File: config.mk
export PLATFORM = sky130hd
export DESIGN_NAME = tis_port_ctrl
export DESIGN_NICKNAME = d
export VERILOG_FILES = /design/src/rtl/tis_port_ctrl.sv
export SDC_FILE = /design/constraint.sdc
export NUM_CORES = 1
export LEC_CHECK = 0
export ABC_AREA = 1
export BUFFER_PORTS_ARGS = -buffer_cell sky130_fd_sc_hd__clkbuf_2
export CORE_MARGIN = 4
export CORE_UTILIZATION = 30
export DETAILED_ROUTE_END_ITERATION = 7
export GPL_TIMING_DRIVEN = 0
export PLACE_DENSITY_LB_ADDON = 0.1
export SYNTH_ARGS = -nofsm -noshare
export SYNTH_HDL_FRONTEND = slang
export SYNTH_SLANG_ARGS = --single-unit
export TNS_END_PERCENT = 20
File: constraint.sdc
create_clock -name clk -period 2.5 [get_ports clk]
set_clock_uncertainty 0.1 [all_clocks]
set_input_delay 0.625 -clock clk [delete_from_list [all_inputs] [get_ports clk]]
set_output_delay 0.625 -clock clk [all_outputs]
set_load 0.01 [all_outputs]
File: src/rtl/tis_port_ctrl.sv
// tis_port_ctrl: blocking port sequencer for one TIS-100 node.
// ANY_RR_EN selects round-robin ANY grant; otherwise fixed 0>1>2>3.
module tis_port_ctrl #(
  parameter int DATA_W = 8
) (
  input  logic              clk,
  input  logic              rst_n,
  input  logic              rd_req,
  input  logic [2:0]        rd_sel,
  output logic [DATA_W-1:0] rd_data,
  output logic              rd_done,
  input  logic              wr_req,
  input  logic [2:0]        wr_sel,
  input  logic [DATA_W-1:0] wr_data,
  output logic              wr_done,
  output logic              busy,
  input  logic [3:0]        in_valid,
  input  logic [DATA_W-1:0] in_data0,
  input  logic [DATA_W-1:0] in_data1,
  input  logic [DATA_W-1:0] in_data2,
  input  logic [DATA_W-1:0] in_data3,
  output logic [3:0]        in_ready,
  output logic [3:0]        out_valid,
  output logic [DATA_W-1:0] out_data,
  input  logic [3:0]        out_ready,
  output logic [1:0]        last_port,
  output logic              last_vld
);

  typedef enum logic [2:0] {
    IDLE, RD_WAIT, WR_WAIT, DONE_RD, DONE_WR
  } state_t;

  state_t            state_q, state_d;
  logic [3:0]        mask_q, dec_mask;
  logic [3:0]        req, gnt;
  logic              any_q, dec_any;
  logic              ld, fire;
  logic [2:0]        dec_sel, wr_sel_q;
  logic              wr_pend_q;
  logic [DATA_W-1:0] wr_q, rd_q, grab;
  logic [1:0]        gnt_idx, lp_q;
  logic              lv_q;
`ifdef ANY_RR_EN
  logic [1:0]        rr_q;
`endif

  // Decode the selector into an eligible-port mask; empty mask means NIL.
  always_comb begin
    if (state_q == IDLE)
      dec_sel = rd_req ? rd_sel : wr_sel;
    else
      dec_sel = wr_sel_q;
    dec_mask = 4'b0000;
    dec_any  = 1'b0;
    unique case (1'b1)
      !dec_sel[2]: dec_mask = 4'b0001 << dec_sel[1:0];
      dec_sel == 3'd4: begin
        dec_mask = 4'b1111;
        dec_any  = 1'b1;
      end
      dec_sel == 3'd5:
        dec_mask = lv_q ? (4'b0001 << lp_q) : 4'b0000;
      default: dec_mask = 4'b0000;
    endcase
  end

  // Pick exactly one port among those ready to transfer.
  always_comb begin
    req = 4'b0000;
    if (state_q == RD_WAIT) req = in_valid & mask_q;
    if (state_q == WR_WAIT) req = out_ready & mask_q;
    gnt_idx = 2'd0;
`ifdef ANY_RR_EN
    for (int i = 3; i >= 0; i--)
      if (req[rr_q + 2'(i)]) gnt_idx = rr_q + 2'(i);
`else
    for (int i = 3; i >= 0; i--)
      if (req[i]) gnt_idx = 2'(i);
`endif
    fire = |req;
    gnt  = 4'b0001 << gnt_idx;
  end

  // Handshake outputs narrow to the granted port once one fires.
  always_comb begin
    in_ready  = 4'b0000;
    out_valid = 4'b0000;
    if (state_q == RD_WAIT) in_ready = fire ? gnt : mask_q;
    if (state_q == WR_WAIT) out_valid = fire ? gnt : mask_q;
  end

  // Incoming data mux for the granted link.
  always_comb begin
    unique case (gnt_idx)
      2'd0: grab = in_data0;
      2'd1: grab = in_data1;
      2'd2: grab = in_data2;
      default: grab = in_data3;
    endcase
  end

  assign busy      = state_q != IDLE;
  assign rd_done   = state_q == DONE_RD;
  assign wr_done   = state_q == DONE_WR;
  assign rd_data   = rd_q;
  assign out_data  = wr_q;
  assign last_port = lp_q;
  assign last_vld  = lv_q;

  // Sequencer state register.
  always_ff @(posedge clk or negedge rst_n) begin
    if (!rst_n) state_q <= IDLE;
    else        state_q <= state_d;
  end

  // Next state; a latched write is decoded while read completes.
  always_comb begin
    state_d = state_q;
    ld      = 1'b0;
    unique case (state_q)
      IDLE: begin
        if (rd_req) begin
          ld      = 1'b1;
          state_d = |dec_mask ? RD_WAIT : DONE_RD;
        end else if (wr_req) begin
          ld      = 1'b1;
          state_d = |dec_mask ? WR_WAIT : DONE_WR;
        end
      end
      RD_WAIT: if (fire) state_d = DONE_RD;
      WR_WAIT: if (fire) state_d = DONE_WR;
      DONE_RD: begin
        if (wr_pend_q) begin
          ld      = 1'b1;
          state_d = |dec_mask ? WR_WAIT : DONE_WR;
        end else begin
          state_d = IDLE;
        end
      end
      DONE_WR: state_d = IDLE;
      default: state_d = IDLE;
    endcase
  end

  // Request latches, read capture and LAST tracking.
  always_ff @(posedge clk or negedge rst_n) begin
    if (!rst_n) begin
      mask_q    <= 4'b0000;
      any_q     <= 1'b0;
      wr_pend_q <= 1'b0;
      wr_sel_q  <= 3'd0;
      wr_q      <= '0;
      rd_q      <= '0;
      lp_q      <= 2'd0;
      lv_q      <= 1'b0;
    end else begin
      if (ld) begin
        mask_q <= dec_mask;
        any_q  <= dec_any;
      end
      if (state_q == IDLE && wr_req) begin
        wr_q      <= wr_data;
        wr_sel_q  <= wr_sel;
        wr_pend_q <= rd_req;
      end
      if (state_q == DONE_RD) wr_pend_q <= 1'b0;
      if (state_q == IDLE && rd_req && dec_mask == 4'b0000)
        rd_q <= '0;
      if (state_q == RD_WAIT && fire) rd_q <= grab;
      if (fire && any_q) begin
        lp_q <= gnt_idx;
        lv_q <= 1'b1;
      end
    end
  end

`ifdef ANY_RR_EN
  // Rotate the ANY start point past the port just served.
  always_ff @(posedge clk or negedge rst_n) begin
    if (!rst_n)              rr_q <= 2'd0;
    else if (fire && any_q)  rr_q <= gnt_idx + 2'd1;
  end
`endif

endmodule

==> summary.md <==
| Metric | Value |
|---|---|
| Status | finished, violations left |
| Failing checks | negative setup slack |
| Crit-path leading delay family | simple AND/OR/NAND/NOR gates |
| Least-Margin Pin Slew | 0.792 ns |
| Switching portion of total power | 0.481 |
| Critical Path Slowest Stage Cell | dfrtp_1 |
| Initial antenna violation count | 0 |
| Worst path bufs/invs | 3 |
| Startpoint Class | flip-flop |
| Core Region | 6460 um2 |
| DRC Markers | 0 |
| Slew Viols, Final | 0 |
| Reg2reg setup slack | 0.16 ns |
| LEAKAGE | 1.61 nW |
| Worst EP required | approximately 1.8 ns |
| Seq/Total Area, Yosys | 0.382 |
| CTS clk-pin slew, worst paths | 0.07 ns |
| Clk_lat worst skew | 0.29 ns |
| Peak VDD IR | roughly 460 uV |
| CP Capture Type | output pin |
| Psw | roughly 1.7 mW |
| Max Root-Sink Buffers | 2 |
| Final std cells w/o fill | 479 |
| Share of layout cells above drive strength 1 | 0.428 |
| Final instance area | 2940 um2 |
| Worst R2R End | state_q[1] |
| Fin worst setup slack | -0.0832 ns |
| Largest cells by area after synthesis | dfrtp_1, nand2_1, nand3_1 |
| Hold-fix buffers, CTS | 0 |
| HPWL after DPL | 4720 um |
| Internal power | roughly 1.9 mW |
| Post-synth EDFFs | 0 |
| Yosys top cell by area | dfrtp_1 |
| Final ANT Viol Nets | 0 |
| FP Rows | 29 |
| Fin crit share | 1.03 |
| Critical Path Start | state_q[2] |
| Hold Vio Cnt, Final | 0 |
| WP depth | 12 |
| Design Power | 3.63 mW |
| H-tree Lvls | 2 |
| Port Buf Inserts | between 80 and 90 |
| Top_reg_cell synth | dfrtp_1 |
| CP cell instances | inv_2, nand3_4, inv_4, nand3_2, nand2_4, nand2_4, nand2_4, nand2_8, nor2_4, a21oi_2, nor2_1, buf_2 |
| Post-synth top area share | 0.382 |
| Combinational Power Share | 0.645 |
| CP endpoint | out_valid[1] |
| Clock Sinks | 31 |
| Critical path class | flip-flop to output pin |
| CP arrival | 1.86 ns |
| CTS Buf Count | 5 |
| Largest fanout on the critical path | 5 |
| FF-to-FF path depth | 15 |
| DR WL/cell | around 13 um |
| First-pass GRT wire length | 10800 um |
| # diodes | 0 |
| Chip Width | between 90 and 100 um |
| Sequential power share | 0.245 |
| All-Layer GR Usage | 0.160 |
| RSZ-0062 raised after global routing | yes |
| Worst hold path class | primary input to async pin |
| Synth Warn # | 0 |
| Drt first-iter violations | 118 |
| Nets | 460 |
| Total negative slack | -0.310 ns |
| Fin crit period | 2.58 ns |
| Die area | 8150 um2 |
| Routed WL | 6390 um |
| Die height | 90.3 um |
| Avg Vias per Cell | ~4.8 |
| Vias in the first global route | about 2300 |
| Cells after synthesis | ~290 |
| IO Pins | a little under 90 |
| Clk pwr share | 0.111 |
| Post-DP Area | ~2600 um2 |
| Largest net degree at the start of global routing | 32 |
| Net Count, Synth | 345 |
| Netlist cell types | 28 |
| Placed Instances | 450 |
| Asr flop ratio synth | 1.00 |
| Syn Area/Cell | about 7.1 um2 |
| Maxcap violations | 0 |
| Seq cells post-synth | 31 |
| RD Place Congestion | 0.827 |
| CTS tree | built |
| WHS | 0.305 ns |
| R2R Path Start | state_q[2] |
| Rel. slew slack | 0.472 |
| Worst path most repeated cell | nand2_4 |
| Synthesis-to-finish area growth | 44.5% |
| Grt ovf | 0 |
| Maximum clock rate | approximately 0.39 GHz |
| Clk root buf | clkbuf_8 |
| CP max stage delay | 0.40 ns |
| Cell area after synthesis | 2030 um2 |
| Setup violations, final | 6 |
| Pre-antenna DRT Iters | 4 |
| Starting Density | 0.315 |
| Via Count | 2276 |
| PD cells | about 1200 nW/um2 |
## power groups by stage
stage | clock, mW | sequential [mW] | combinational, mW
final | 0.403 | 0.889 | 2.34
after global placement | 0 | 0.883 | 1.97
after floorplan | 0 | 0.919 | 1.37
after detailed placement | 0 | 0.890 | 1.99
after CTS | 0.416 | 0.889 | 2.32
after global routing | 0.442 | 0.920 | 2.64
## area by class of cell
type                       instances  area (um2)
fill                             700        3520
tap                               77        96.3
multi-input combinational        221        1220
clock buffer                       5        68.8
buffer                             5        42.5
clock inverter                     3        20.0
inverter                          29         121
timing repair buffer             108         593
sequential                        31         776
## worst reg2reg max path, delay by kind of cell (launching register included)
| family | cells | cell delay (ns) |
|---|---|---|
| AO/OA/AOI/OAI | 2 | 0.36 |
| adder cells (fa/ha/maj) | 1 | 0.26 |
| buffers and inverters | 4 | 0.46 |
| flip-flops | 1 | 0.40 |
| AND/OR/NAND/NOR | 8 | 0.66 |
## what timing repair did
item                       in CTS  in global routing
setup endpoints to repair       8                 10
buffers inserted               19                  2
gates resized for setup        26                 10
pin swaps                      10                  8
## cell families after synthesis
family,synth area share
DFF,0.382
adders and majority gates,0.00616
and+or+nand+nor,0.413
AOI/OAI and AO/OA,0.0819
muxes,0.0443
buffers and inverters,0.0733
## how the worst min path moves through the flow
stage	to	slack, ns
after floorplan	any_q	0.23
after global placement	any_q	0.38
after detailed placement	any_q	0.38
after CTS	wr_sel_q[1]	0.36
after global routing	wr_sel_q[1]	0.37
final	wr_pend_q	0.31
## synth_stat cells, drive strengths merged (2+ instances only)
master and instances:
a21oi 4, a31oi 2, buf 5, dfrtp 31, inv 29, mux2 8
nand2 88, nand3 41, nand4 8, nor2 42, o21ai 20, o22ai 2
or2 2
## per-layer routing
metal	track usage	vias to the layer above	share of wire
met1	0.206	1046	0.46
met3	0.0417	5	0.060
met5	0	-	0
met2	0.266	63	0.47
met4	0.0421	0	0.0089
li1	-	1162	-
## metrics by stage
step / worst slack [ns] / utilization
after floorplan: 0.160 / -
after global placement: -0.263 / 0.397
after detailed placement: -0.296 / 0.397
after CTS: -0.0964 / 0.449
after global routing: -0.220 / 0.454
final: -0.0832 / 0.454
## flip-flops by register name (all words and copies together), names as in the netlist, 2 cells and up
register   cells
last_port      2
mask_q         4
out_data       8
rd_data        8
state_q        3
wr_sel_q       3
## layout by cell type, fill, tap and decap left out, types with 6 or more instances in the layout
cell type | synthesis | final
nand2_4 | 2 | 6
clkbuf_2 | 0 | 83
o21ai_0 | 16 | 16
inv_2 | 10 | 8
dfrtp_1 | 31 | 31
mux2_2 | 8 | 8
nand2_1 | 81 | 79
inv_1 | 19 | 17
nand3_1 | 37 | 32
nand3_2 | 2 | 6
buf_4 | 1 | 23
nor2_1 | 38 | 33
nand4_1 | 8 | 8
Power figures use the tool's default switching activity.
